**config.mk**
```make
export PLATFORM = sky130hd
export DESIGN_NAME = layer_compositor
export DESIGN_NICKNAME = d
export VERILOG_FILES = /design/src/rtl/layer_compositor.sv
export SDC_FILE = /design/constraint.sdc
export NUM_CORES = 1
export LEC_CHECK = 0
export CAP_MARGIN = 20
export CORE_MARGIN = 4
export CORE_UTILIZATION = 39
export DETAILED_ROUTE_END_ITERATION = 12
export HOLD_SLACK_MARGIN = 0.15
export MAX_ROUTING_LAYER = met4
export PLACE_DENSITY = 0.65
export SETUP_SLACK_MARGIN = 0.15
export SYNTH_ARGS = -nofsm -noshare
export SYNTH_HDL_FRONTEND = slang
export SYNTH_SLANG_ARGS = --single-unit
```
**constraint.sdc**
```tcl
create_clock -name clk -period 3.9 [get_ports clk]
set_input_delay 0.975 -clock clk [delete_from_list [all_inputs] [get_ports clk]]
set_output_delay 0.975 -clock clk [all_outputs]
set_load 0.005 [all_outputs]
```
**src/rtl/layer_compositor.sv**
```systemverilog
// Final video stage: aligns sync/foreground with the background memory latency, merges layers by
// fixed priority (UI > object > background) and applies a frame-synchronous global fade.
module layer_compositor #(
  parameter int unsigned BG_LAT          = 1,
  parameter int unsigned FRAMES_PER_STEP = 2
) (
  input  logic        clk,
  input  logic        rst,
  input  logic        valid,
  input  logic        hsync_in,
  input  logic        vsync_in,
  input  logic [11:0] bg_pixel,
  input  logic [11:0] obj_pixel,
  input  logic        obj_en,
  input  logic [11:0] ui_pixel,
  input  logic        ui_en,
  input  logic [1:0]  fade_req,
  output logic        fade_busy,
  output logic [3:0]  vga_r,
  output logic [3:0]  vga_g,
  output logic [3:0]  vga_b,
  output logic        hsync,
  output logic        vsync
);

  typedef enum logic [1:0] {StShown, StFadeOut, StHidden, StFadeIn} state_e;

  localparam int unsigned Last = BG_LAT - 1;
  localparam logic [3:0] StepLast = 4'(FRAMES_PER_STEP - 1);

  // Stage A delay line
  logic [BG_LAT-1:0] a_valid_q, a_hs_q, a_vs_q, a_obj_en_q, a_ui_en_q;
  logic [11:0]       a_obj_q [BG_LAT];
  logic [11:0]       a_ui_q  [BG_LAT];

  // Stage B
  logic [11:0] mix_d, mix_q;
  logic        b_hs_q, b_vs_q;

  // Fade control
  state_e     state_q;
  logic [4:0] level_q;
  logic [3:0] cnt_q;
  logic       vs_prev_q;
  logic       tick;
  logic       step;

  logic [8:0] prod_r, prod_g, prod_b;

  always_ff @(posedge clk or posedge rst) begin
    if (rst) begin
      a_valid_q  <= '0;
      a_hs_q     <= '1;
      a_vs_q     <= '1;
      a_obj_en_q <= '0;
      a_ui_en_q  <= '0;
      for (int i = 0; i < BG_LAT; i++) begin
        a_obj_q[i] <= '0;
        a_ui_q[i]  <= '0;
      end
    end else begin
      a_valid_q[0]  <= valid;
      a_hs_q[0]     <= hsync_in;
      a_vs_q[0]     <= vsync_in;
      a_obj_en_q[0] <= obj_en;
      a_ui_en_q[0]  <= ui_en;
      a_obj_q[0]    <= obj_pixel;
      a_ui_q[0]     <= ui_pixel;
      for (int i = 1; i < BG_LAT; i++) begin
        a_valid_q[i]  <= a_valid_q[i-1];
        a_hs_q[i]     <= a_hs_q[i-1];
        a_vs_q[i]     <= a_vs_q[i-1];
        a_obj_en_q[i] <= a_obj_en_q[i-1];
        a_ui_en_q[i]  <= a_ui_en_q[i-1];
        a_obj_q[i]    <= a_obj_q[i-1];
        a_ui_q[i]     <= a_ui_q[i-1];
      end
    end
  end

  always_comb begin
    mix_d = bg_pixel;
    if (!a_valid_q[Last]) begin
      mix_d = '0;
    end else if (a_ui_en_q[Last]) begin
      mix_d = a_ui_q[Last];
    end else if (a_obj_en_q[Last]) begin
      mix_d = a_obj_q[Last];
    end
  end

  always_comb begin
    prod_r = {5'd0, mix_q[11:8]} * {4'd0, level_q};
    prod_g = {5'd0, mix_q[7:4]}  * {4'd0, level_q};
    prod_b = {5'd0, mix_q[3:0]}  * {4'd0, level_q};
  end

  always_ff @(posedge clk or posedge rst) begin
    if (rst) begin
      mix_q  <= '0;
      b_hs_q <= 1'b1;
      b_vs_q <= 1'b1;
      vga_r  <= '0;
      vga_g  <= '0;
      vga_b  <= '0;
      hsync  <= 1'b1;
      vsync  <= 1'b1;
    end else begin
      mix_q  <= mix_d;
      b_hs_q <= a_hs_q[Last];
      b_vs_q <= a_vs_q[Last];
      vga_r  <= prod_r[7:4];
      vga_g  <= prod_g[7:4];
      vga_b  <= prod_b[7:4];
      hsync  <= b_hs_q;
      vsync  <= b_vs_q;
    end
  end

  // Frame tick on the falling edge of raw vsync; level only moves here so a frame has one level.
  assign tick = vs_prev_q & ~vsync_in;
  assign step = tick && (cnt_q == StepLast);

  always_ff @(posedge clk or posedge rst) begin
    if (rst) begin
      state_q   <= StShown;
      level_q   <= 5'd16;
      cnt_q     <= '0;
      vs_prev_q <= 1'b1;
      fade_busy <= 1'b0;
    end else begin
      vs_prev_q <= vsync_in;
      unique case (state_q)
        StShown: begin
          if (fade_req == 2'b01) begin
            state_q   <= StFadeOut;
            cnt_q     <= '0;
            fade_busy <= 1'b1;
          end
        end
        StHidden: begin
          if (fade_req == 2'b10) begin
            state_q   <= StFadeIn;
            cnt_q     <= '0;
            fade_busy <= 1'b1;
          end
        end
        StFadeOut: begin
          if (step) begin
            cnt_q   <= '0;
            level_q <= level_q - 5'd1;
            if (level_q == 5'd1) begin
              state_q   <= StHidden;
              fade_busy <= 1'b0;
            end
          end else if (tick) begin
            cnt_q <= cnt_q + 4'd1;
          end
        end
        StFadeIn: begin
          if (step) begin
            cnt_q   <= '0;
            level_q <= level_q + 5'd1;
            if (level_q == 5'd15) begin
              state_q   <= StShown;
              fade_busy <= 1'b0;
            end
          end else if (tick) begin
            cnt_q <= cnt_q + 4'd1;
          end
        end
        default: state_q <= StShown;
      endcase
    end
  end

endmodule

```
==> results of run 1 <==
[layer usage]
| metal | up-vias | share of wire | wire length (um) |
|---|---|---|---|
| li1 | 1296 | - | - |
| met3 | 14 | 0.052 | 357 |
| met2 | 77 | 0.48 | 3250 |
| met1 | 1225 | 0.45 | 3092 |
| met4 | 0 | 0.021 | 142 |
| met5 | - | 0 | 0 |
[report_power, final]
group	internal (mW)	switching, mW	total, mW
Clock	0.363	0.280	0.644
Combinational	0.0903	0.0616	0.152
Sequential	0.758	0.0440	0.802
[final cells by class]
class                           count  area, um^2
Clock buffer                        9       123.9
Clock inverter                      7       98.84
Fill cell                         901        4890
Inverter                           30       112.6
Multi-Input combinational cell    247        1997
Sequential cell                    69        1735
Tap cell                          133       166.4
Timing Repair Buffer               61       605.6
[worst max path at each step]
stage          startpoint        to  slack, ns
2_1_floorplan  level_q[1]  vga_r[3]       0.97
3_3_place_gp   level_q[1]  vga_r[3]       0.84
3_5_place_dp   level_q[1]  vga_r[3]       0.71
4_1_cts        level_q[1]  vga_r[3]       0.72
5_1_grt        level_q[1]  vga_g[3]       0.52
6_report       level_q[1]  vga_r[3]       0.73
[sequential cells by signal (all words and copies together), names as in the netlist]
register	cells
vga_g	4
vs_prev_q	1
level_q	5
hsync	1
state_q	2
mix_q	12
a_ui_q	12
b_vs_q	1
a_hs_q	1
cnt_q	4
b_hs_q	1
vga_r	4
a_obj_q	12
a_valid_q	1
a_ui_en_q	1
fade_busy	1
vsync	1
vga_b	4
a_obj_en_q	1
[cell usage in the layout, fill, tap and decap left out, drive strengths merged, types with 9 or more instances in the layout]
| cell type | n |
|---|---|
| xor2 | 12 |
| mux2i | 13 |
| xnor2 | 10 |
| nand2 | 40 |
| fa | 15 |
| inv | 31 |
| a21oi | 10 |
| o21ai | 22 |
| ha | 37 |
| clkdlybuf4s50 | 59 |
| clkbuf | 9 |
| dfrtp | 62 |
| and2 | 41 |
[worst max-delay path, stage by stage (launching register included)]
cell	delay (ns)
dfrtp_1	0.60
and2_1	0.27
fa_1	0.54
inv_1	0.05
fa_1	0.53
inv_1	0.04
ha_1	0.33
nand4_1	0.12
o2111ai_1	0.32
a21oi_1	0.13
xnor2_1	0.13
[cell families (layout without fill, tap and decap cells)]
logic type | count (synthesis) | count (layout) | synth area share
compound gates | 45 | 45 | 0.07065
xor+xnor | 22 | 22 | 0.04945
buf+inv | 41 | 107 | 0.04207
mux | 14 | 14 | 0.03725
fa+ha+maj | 52 | 52 | 0.1959
flops | 69 | 69 | 0.4454
simple gates | 114 | 114 | 0.1593
==> run summary, run 1 <==
The flow ran to the end, and the final reports show no timing, DRC or antenna violations. The ratio of cells with drive above 1 in the final layout works out to 0.07801. The count of nets left with antenna violations once routing finished came out at 0. The number of flip-flops and latches in the synthesized netlist works out to 69.

The leakage power came out at 2.353 nW. The later pin in the worst-skew pair is clocked with a latency of 0.34 ns. The tools report the global routing usage summed across all routing layers as 0.1355.

The worst-case IR drop observed on VDD is 0.2082 mV. The logs give 0 for the hold violation total from the final report and 0 for the antenna diode count. The path with the worst hold slack has its endpoint at b_hs_q.

dfrtp_1 is the most common cell in the netlist. In this run the critical register-to-register path is captured at vga_r[3]. The run gives 4.13 ns as the required time reported for the critical path endpoint. The logs give 0.004840 mm^2 for the area of all placed cells without fillers and 12140 um for the global-route wire length before repair. The largest fanout of any net on the critical path was 18. The pin count of the biggest net entering global routing was 70.

The share of Yosys cell area claimed by the top area cell type works out to 0.3982. For the final routed database, the setup TNS stands at 0 ns. The quantity of gates resized following cts was 0; the met1 demand-to-capacity share in global routing was 0.1664. The commonest cells after synthesis are dfrtp_1 (62), and2_1 (41), nand2_1 (40), ha_1 (37), inv_1 (30).

Hold timing on the final database bottoms out at a slack of 0.3580 ns. The detailed router placed 2612 vias in this run. Relative to the synthesized area, the layout overhead comes to 24.21%. Utilization after layout: 0.4974.

Timing would allow up to 315.3 MHz. The run gives 0.009729 mm^2 as the standard cell core area. Counting instances, the worst hold path has a depth of 0.

The cell count of the worst reg-to-reg path was 10; the summed instance area of the synthesized netlist was 0.003896 mm^2. Setup violations remaining at the end of the flow were counted as 0. The run gives 0 as the number of maximum-capacitance violations. Overall power consumption after layout is estimated at 1.597 mW. After the first detailed-routing iteration, the DRC count stood at 144. TritonCTS built the clock tree. The run gives 0.03343 as the met3 usage. No sink is reached through more buffers than the 2 on the longest clock path. Sorting the synthesized cells by area gives the leading types as dfrtp_1 (40%), ha_1 (12%), fa_1 (7.7%).

The max-slew headroom at the worst pin was 0.4390. In the final routed layout, each cell accounts on average for 12.30 um. The average vias per placed instance is 4.698. The met2 layer usage reported by global route was 0.2149; the clock transition at the register clock pins on the worst setup and hold paths after CTS was 0.08 ns.

The least setup slack across all paths after layout was 0.7284 ns. Number of sinks handled by clock tree synthesis: 69. The synthesized net count is 454. The clock root buffer is clkbuf_8.

Yosys mapped a number of flops with a built-in enable equal to 0. For the count of synthesis-stage warnings from yosys, the log shows 0. The routing layer with the top usage in global route was met2. The number of top-level pins was 60. The startpoint identified for the worst hold timing path is a_hs_q. Data arrives at the worst endpoint at 3.40 ns. The number of library cell types mapped by synthesis was 39; the number of antenna violations at the first check in global routing was 0.

The number of buffers inserted during clock tree synthesis was 9. The most instantiated flip-flop cell in the synthesis netlist is dfrtp_1. After technology mapping, the gate count stands at 357. Subtracting the final worst setup slack from the clock period gives 3.172 ns. The sequential area share after synthesis is 0.4454, and the number of slew-limit violations in the final report is 0. The count of buffers added on input and output ports is 59.

For this run the aggregate overflow at the end of global routing stands at 0. The post-route clock period utilization came out at 0.8132. Floorplan die area: 0.01165 mm^2. The tools report the number of hold-repair buffers added at the cts stage as 0. The H-tree was split into 3 levels.

The width of the die was 108.0 um. After legalization and detailed placement, the total HPWL measured 5124 um. The number of iterations in the first detailed-routing pass was 4.

In this run the mean area of a mapped cell was 10.91 um^2. Setup repair after global routing left no endpoint under its margin. The floorplan step set the die height to 108.0 um.

The kind of capture point of the worst setup path is a flip-flop. The biggest area consumer among synthesized cells is dfrtp_1. STA classifies the critical path startpoint as a flip-flop. The post-detailed-route DRC marker count is 0, and the post-CTS setup repair buffer count is 0.

For the final wirelength, the log shows 6841 um. The beginning of the worst register-to-register path is level_q[1]. In this run the core area contains 36 standard-cell rows. The actual slew at the worst max-slew pin was 0.8415 ns; the layout net count was 515. Summing all placed instances gives a cell area of 0.004617 mm^2. Once layout is complete, the cells apart from fillers number 556. The run gives 2713 as the number of global-route vias before repair. At the end of routability-driven placement, the weighted congestion stood at 0.8147. For this design the ratio of total power to cell area is 330.0 mW/mm^2. Class of the most critical setup path: flip-flop to flip-flop. At the placement stage, the worst setup path has a slack of 0.7123 ns. The run gives 0.4005 as the initial standard-cell utilization of the core. The final worst clock skew was 0.01026 ns; the setup slack on the worst flop-to-flop path was 0.73 ns. The class of the tightest hold or removal check was flip-flop to flip-flop. Including well taps, the total number of placed cells is 540. The share of synthesized flip-flops with an asynchronous set or reset came out at 1.000.
Note: power is estimated with default switching activity, not from simulation.
==> run 2, diff against run 1 <==
==> constraint.sdc (replaced) <==
create_clock -name clk -period 3 [get_ports clk]
set_input_delay 0.75 -clock clk [delete_from_list [all_inputs] [get_ports clk]]
set_output_delay 0.75 -clock clk [all_outputs]
set_load 0.005 [all_outputs]
==> run 2 against run 1 <==
  * Global-route usage is 0.67 points higher
  * Combinational power up 53%
  * Hold slack improved by 0.0024 ns
  * Via count increased by 2.6%
  * Sequential share of layout area shrank 1.4 points
  * Register-to-register slack lost 0.48 ns
  * Fmax rose by 15%
  * Utilization grew 2.3 points
  * Sequential power increased by 30%
  * Total power up 28%
  * Die area unchanged
  * Critical endpoint is now vga_r[2]
==> run summary, run 2 (same netlist as run 1, synthesis figures left out) <==
The tools report the initial standard-cell utilization of the core as 0.4005 (unchanged). The beginning of the worst register-to-register path was level_q[1]. Setup repair after global routing could not meet its margin everywhere. The proportion of power drawn by combinational gates is 0.114 (+0.019), and the sum of negative setup slack is 0 ns (unchanged). The width of the die works out to 108.0 um (unchanged). The logs give 3 (unchanged) for the number of levels the H-tree was split into and 60 (unchanged) for the number of top-level pins. The average vias per placed instance is 4.671 (-0.58%). The tools report the number of buffers inserted during clock tree synthesis as 9 (unchanged). The half-perimeter wire length after placement was 5679 um (+11%); the proportion of power drawn by flip-flops and latches was 0.506 (+0.004). The final worst clock skew is 0.01062 ns (+0.0003640 ns), and the largest fanout of any net on the critical path is 5 (-13). The pin count of the biggest net entering global routing was 30 (-57%). The class of the tightest hold or removal check was flip-flop to flip-flop. The switching share of total power came out at 0.2585 (+0.01675).

Global routing usage summed across all routing layers: 0.1422 (+0.006683). The flow ran to the end, and the final reports show no timing, DRC or antenna violations. The worst-case clock buffer depth came out at 2 (unchanged). Cell count of the worst reg-to-reg path: 10 (unchanged). The number of slew-limit violations in the final report came out at 0 (unchanged). For the initial DRC count, the log shows 81 (-44%). The tools report the residual overflow from global routing as 0 (unchanged). The area growth from synthesis to layout works out to 29.96%. For the hold violation total from the final report, the log shows 0 (unchanged). The largest registers in the layout are a_obj_q: 12 flops, a_ui_q: 12 flops, mix_q: 12 flops. The number of setup violations in the final report is 0 (unchanged). The clock share of power was 0.380 (-0.023); the clock transition at the register clock pins on the worst setup and hold paths after CTS was 0.08 ns (about the same). The post-layout minimum cycle time was 2.749 ns (-0.4230 ns); the final cell count without fillers was 574 (+3.2%). The class of the most critical setup path is flip-flop to flip-flop. In this run the critical register-to-register path is captured at vga_r[2]. The kind of capture point of the worst setup path is a flip-flop.

The logs give 0 (unchanged) for the number of nets with antenna violations after detailed routing and 0.002074 mm^2 (+3.9%) for the multi-input gate area in the final layout. The run gives 0.001747 mm^2 (+0.65%) as the register area. STA classifies the critical path startpoint as a flip-flop. The weighted congestion reported at the end of routability-driven placement came out at 0.8729 (+7.1%).

The standard cell core area is 0.009729 mm^2 (unchanged), and the number of iterations in the first detailed-routing pass is 4 (unchanged). The maximum VDD drop came out at 0.3046 mV (+46%). The peak clock frequency supported by timing is 363.8 MHz (+15%).

The tools report the number of placed instances, taps included as 544 (+0.74%). The logs give 2681 (+2.6%) for the count of vias placed by the detailed router and 3.27 ns (-0.86 ns) for the required time reported for the critical path endpoint. The tools report the switching power summed over all nets as 0.5289 mW (+37%). The floorplan die area was 0.01165 mm^2 (unchanged); the number of rows in the core area was 36 (unchanged). The average detailed-routed wire length per instance is 13.11 um (+6.6%), and the overall die height is 108.0 um (unchanged).

The final wirelength was 7526 um (+10%); the internal power consumption was 1.517 mW (+25%). Endpoint arrival time on the critical path: 3.02 ns (-0.38 ns). The insertion delay of the later-clocked pin in the worst-skew pair came out at 0.34 ns (about the same). The tree is rooted in a clkbuf_8. The actual slew at the worst max-slew pin was 0.6314 ns (-0.2101 ns); the ratio of cells with drive above 1 in the final layout was 0.1655 (+0.08752). The power density normalized to cell area was 404.1 mW/mm^2 (+22%); the number of buffers inserted by port buffering was 59 (unchanged). TritonCTS built the clock tree.

The most common library cell in the layout ignoring fill and taps was clkdlybuf4s50_1. For the number of maximum-capacitance violations, the log shows 0 (unchanged). For the post-detailed-route DRC marker count, the log shows 0 (unchanged). The number of sinks handled by clock tree synthesis came out at 69 (unchanged). The worst setup path startpoint is level_q[1].

The layout net count came out at 533 (+3.5%). In the layout the commonest cells are clkdlybuf4s50_1 (59), dfrtp_1 (56), nand2_1 (40). The max-slew headroom at the worst pin is 0.5791 (+0.1401), and the global-route wire length before repair is 12880 um (+6.1%). Setup slack on the worst flop-to-flop path: 0.25 ns (-0.48 ns). The tools report the number of antenna violations at the first check in global routing as 0 (unchanged). The critical path ends at vga_r[2]. The leakage power is 2.437 nW (+3.6%), and the number of inserted filler cells in the final layout is 893 (-0.89%). The post-route clock period utilization works out to 0.9162 (+0.1030). The number of global-route vias before repair was 2784 (+2.6%); the antenna diode count was 0 (unchanged).
[run 2: changes by cell type in the layout (fill, tap and decap cells not counted), moves of 3 or more]
cell	before	now
ha_4	0	3
a21oi_2	0	3
inv_1	29	26
ha_1	37	33
and2_4	0	3
dfrtp_2	0	6
o2111ai_1	3	0
a21oi_1	9	6
and2_1	41	38
buf_4	2	16
inv_2	1	4
dfrtp_1	62	56
o2111ai_2	0	3
[run 2: per-stage QoR]
step             util  worst slack, ns  hold WS, ns  total power, mW  cell area [um^2]
2_1_floorplan       -           0.1499       0.3452            1.156              3951
3_3_place_gp   0.4835           0.1992       0.3455            1.264              4705
3_5_place_dp   0.4835           0.1152       0.3493            1.273              4705
4_1_cts        0.5071           0.1537       0.3614            2.068              4933
5_1_grt        0.5204           0.1267       0.3710            2.158              5064
6_report       0.5204           0.2514       0.3603            2.046              5064
[run 2: worst min path at each step]
stage,from,to,depth (start not counted)
after floorplan,a_hs_q,b_hs_q,0
after global placement,b_hs_q,hsync,0
after detailed placement,a_hs_q,b_hs_q,0
after CTS,b_vs_q,vsync,0
after global routing,b_vs_q,vsync,0
final,b_vs_q,vsync,0
[run 2: power by group through the flow]
stage          Combinational, mW  Sequential, mW  Clock [mW]
2_1_floorplan              0.123            1.03           0
5_1_grt                    0.264            1.04       0.849
3_5_place_dp               0.217            1.06           0
4_1_cts                    0.222            1.04       0.810
3_3_place_gp               0.211            1.05           0
6_report                   0.233            1.04       0.778
[run 2: routing by layer]
| metal | up-vias | wire length [um] | GRT usage |
|---|---|---|---|
| li1 | 1335 | - | - |
| met1 | 1276 | 3468 | 0.1836 |
| met2 | 66 | 3617 | 0.2216 |
| met3 | 4 | 384 | 0.03582 |
| met4 | 0 | 57 | 0.04418 |
| met5 | - | 0 | - |
[run 2: layout make-up]
| type | instances | share of cell area |
|---|---|---|
| Timing Repair Buffer | 79 | 0.1497 |
| Clock inverter | 7 | 0.01606 |
| Sequential cell | 69 | 0.3449 |
| Inverter | 30 | 0.02224 |
| Clock buffer | 9 | 0.02446 |
| Multi-Input combinational cell | 247 | 0.4097 |
| Tap cell | 133 | 0.03286 |
[run 2: critical path, cell delays in order, from the launching register on]
cell and delay [ns]:
dfrtp_2 0.45, and2_4 0.15, fa_1 0.54, inv_2 0.04, fa_1 0.53, inv_1 0.06, ha_4 0.28, nand4_1 0.11
o2111ai_2 0.24, buf_4 0.15, xor2_1 0.13
[run 2: timing repair]
| action | 4_1_cts | 5_1_grt |
|---|---|---|
| pin swaps | 1 | 16 |
| setup endpoints to repair | 1 | 7 |
| buffers inserted | 3 | 11 |
| hold buffers | 0 | 0 |
| cloned | 0 | 0 |
| gates resized for setup | 1 | 18 |
==> run 3, diff against run 2 <==
--- a/config.mk
+++ b/config.mk
@@ -13,6 +13,7 @@
 export MAX_ROUTING_LAYER = met4
 export PLACE_DENSITY = 0.65
 export SETUP_SLACK_MARGIN = 0.15
+export SKIP_CTS_REPAIR_TIMING = 1
 export SYNTH_ARGS = -nofsm -noshare
 export SYNTH_HDL_FRONTEND = slang
 export SYNTH_SLANG_ARGS = --single-unit
==> run 3 against run 2 <==
  * Clock skew about the same
  * Combinational power grew 5%
  * Register-to-register slack better by 0.03 ns
  * Total power is 0.46% higher
  * First-iteration DRC count up 15%
  * Non-clock buffer count up 5
  * Hold slack stayed put
  * Largest power group unchanged
==> run summary, run 3 (same netlist as run 1, synthesis figures left out) <==
The run finished with clean final reports. The tools report the worst-case hold slack as 0.3603 ns (unchanged). The average detailed-routed wire length per instance came out at 13.02 um (-0.72%).

The run gives 60 (unchanged) as the number of top-level pins. For the max-slew headroom at the worst pin, the log shows 0.5791 (about the same). The ratio of cells with drive above 1 in the final layout is 0.1906 (+0.02505), and the actual slew at the worst max-slew pin is 0.6313 ns (-0.00008434 ns). The library cell used most frequently in the layout, excluding fill and tap cells, is clkdlybuf4s50_1.

In this run the most critical hold path is launched from b_vs_q. The run gives 368.2 MHz (+1.2%) as the peak clock frequency supported by timing. The initial DRC count is 93 (+15%).

For the number of antenna violations at the first check in global routing, the log shows 0 (unchanged). In the final layout, the registers with the most flip-flops are a_obj_q: 12 flops, a_ui_q: 12 flops, mix_q: 12 flops. The number of levels the H-tree was split into was 3 (unchanged). Number of rows in the core area: 36 (unchanged). The leakage power was 2.466 nW (+1.2%). The number of iterations in the first detailed-routing pass was 4 (unchanged). Beginning of the worst register-to-register path: level_q[1]. The top cell types in the final layout, fill and taps aside, are clkdlybuf4s50_1 (59), dfrtp_1 (56), nand2_1 (38).

The tools report the proportion of power drawn by flip-flops and latches as 0.503 (-0.003). The power density normalized to cell area was 401.1 mW/mm^2 (-0.74%); the global-route wire length before repair was 12830 um (-0.43%). The global routing usage summed across all routing layers was 0.1416 (-0.0005236). The overall die height is 108.0 um (unchanged), and the number of inserted filler cells in the final layout is 875 (-2.0%).

For the number of setup violations in the final report, the log shows 0 (unchanged). The initial standard-cell utilization of the core is 0.4005 (unchanged). For the sum of negative setup slack, the log shows 0 ns (unchanged). The tools report the hold violation total from the final report as 0 (unchanged).

The logs give 2747 (-1.3%) for the number of global-route vias before repair and 0.5311 mW (+0.42%) for the switching power summed over all nets. The worst hold path stage count came out at 0 (unchanged). For the weighted congestion reported at the end of routability-driven placement, the log shows 0.8729 (unchanged). The maximum VDD drop was 0.3050 mV (+0.16%). Endpoint of the worst hold-timing path: vsync. For the endpoint arrival time on the critical path, the log shows 2.95 ns (-0.07 ns). The width of the die was 108.0 um (unchanged). The area growth from synthesis to layout was 31.54%. STA classifies the critical path endpoint as a flip-flop. The setup slack on the worst flop-to-flop path is 0.28 ns (+0.03 ns), and the number of maximum-capacitance violations is 0 (unchanged). The cell count of the worst reg-to-reg path is 10 (unchanged).

The logs give 0.5267 (+0.006301) for the utilization after layout and 2 (unchanged) for the worst-case clock buffer depth. The floorplan die area was 0.01165 mm^2 (unchanged). Post-route clock period utilization: 0.9053 (-0.01092).

The average vias per placed instance is 4.729 (+1.2%). Required time reported for the critical path endpoint: 3.24 ns (-0.03 ns). The residual overflow from global routing was 0 (unchanged); the clock transition at the register clock pins on the worst setup and hold paths after CTS was 0.08 ns (about the same). Number of nets with antenna violations after detailed routing: 0 (unchanged). The register area was 0.001747 mm^2 (unchanged); the number of sinks handled by clock tree synthesis was 69 (unchanged). Layout net count: 538 (+0.94%). The area of all placed cells without fillers is 0.005125 mm^2 (+1.2%), and the insertion delay of the later-clocked pin in the worst-skew pair is 0.34 ns (about the same). Number of buffers inserted by port buffering: 59 (unchanged). The worst hold path belongs to the class flip-flop to flip-flop. The pin count of the biggest net entering global routing was 30 (unchanged); the post-layout minimum cycle time was 2.716 ns (-0.03276 ns).

The root buffer cell chosen for the clock tree is clkbuf_8. TritonCTS built the clock tree. By startpoint and endpoint, the worst setup path is classified as flip-flop to flip-flop.

The tools report the internal power consumption as 1.525 mW (+0.48%). The placement-stage cell area came out at 0.004705 mm^2 (unchanged). Setup repair after global routing could not meet its margin everywhere.

The run gives 0 (unchanged) as the post-detailed-route DRC marker count. In this run the critical register-to-register path is captured at vga_r[1]. The multi-input gate area in the final layout is 0.002088 mm^2 (+0.66%), and the largest fanout of any net on the critical path is 9 (+4). The run gives 0.01025 ns (-0.0003739 ns) as the final worst clock skew. The proportion of power drawn by combinational gates is 0.119 (+0.005). The switching share of total power came out at 0.2584 (about the same). The logs give 0 (unchanged) for the number of slew-limit violations in the final report and 2.056 mW (+0.46%) for the total power after layout.

Count of vias placed by the detailed router: 2738 (+2.1%). The antenna diode count is 0 (unchanged). The tools report the standard cell core area as 0.009729 mm^2 (unchanged). The number of buffers inserted during clock tree synthesis is 9 (unchanged), and the final wirelength is 7537 um (+0.15%). Type of origin of the critical path: a flip-flop.

The logs give 5679 um (unchanged) for the half-perimeter wire length after placement and 0.378 (-0.002) for the clock share of power.
run 3: worst max-delay path by stage:
stage	startpoint	end	slack, ns	cells after the start
floorplan	level_q[1]	vga_r[3]	0.15	11
global placement	level_q[1]	vga_b[3]	0.20	10
detailed placement	level_q[2]	vga_r[3]	0.12	10
CTS	level_q[1]	vga_r[3]	0.10	10
global route	level_q[1]	vga_r[3]	0.14	10
finish	level_q[1]	vga_r[1]	0.28	10
run 3: per-stage QoR:
| step | cells | setup WS, ns |
|---|---|---|
| global route | 579 | 0.1371 |
| global placement | 544 | 0.1992 |
| detailed placement | 544 | 0.1152 |
| CTS | 560 | 0.1030 |
| finish | 579 | 0.2842 |
| floorplan | 357 | 0.1499 |
run 3: final cells by class:
cell class | instances | share of cell area
Multi-Input combinational cell | 247 | 0.4075
Sequential cell | 69 | 0.3408
Clock inverter | 7 | 0.01587
Tap cell | 133 | 0.03247
Timing Repair Buffer | 84 | 0.1572
Clock buffer | 9 | 0.02417
Inverter | 30 | 0.02197
run 3: power by group through the flow:
stage / combinational (mW) / clock, mW / sequential, mW
3_3_place_gp: 0.211 / 0 / 1.05
4_1_cts: 0.218 / 0.810 / 1.04
2_1_floorplan: 0.123 / 0 / 1.03
3_5_place_dp: 0.217 / 0 / 1.06
5_1_grt: 0.276 / 0.851 / 1.04
6_report: 0.244 / 0.778 / 1.03
run 3: per-layer routing:
| metal | part of all wire | up-vias | track usage |
|---|---|---|---|
| met1 | 0.46 | 1305 | 0.1844 |
| met5 | 0 | - | - |
| met3 | 0.051 | 14 | 0.03582 |
| met2 | 0.47 | 72 | 0.2194 |
| met4 | 0.017 | 0 | 0.04328 |
| li1 | - | 1347 | - |
run 3: worst max-delay path: stages (launching register included):
cell and delay, ns:
dfrtp_2 0.43, buf_6 0.15, nand2_1 0.08, fa_1 0.52, inv_1 0.06, fa_2 0.45
ha_1 0.28, nand4_1 0.14, o21bai_1 0.24, a21oi_1 0.12, xnor2_1 0.13
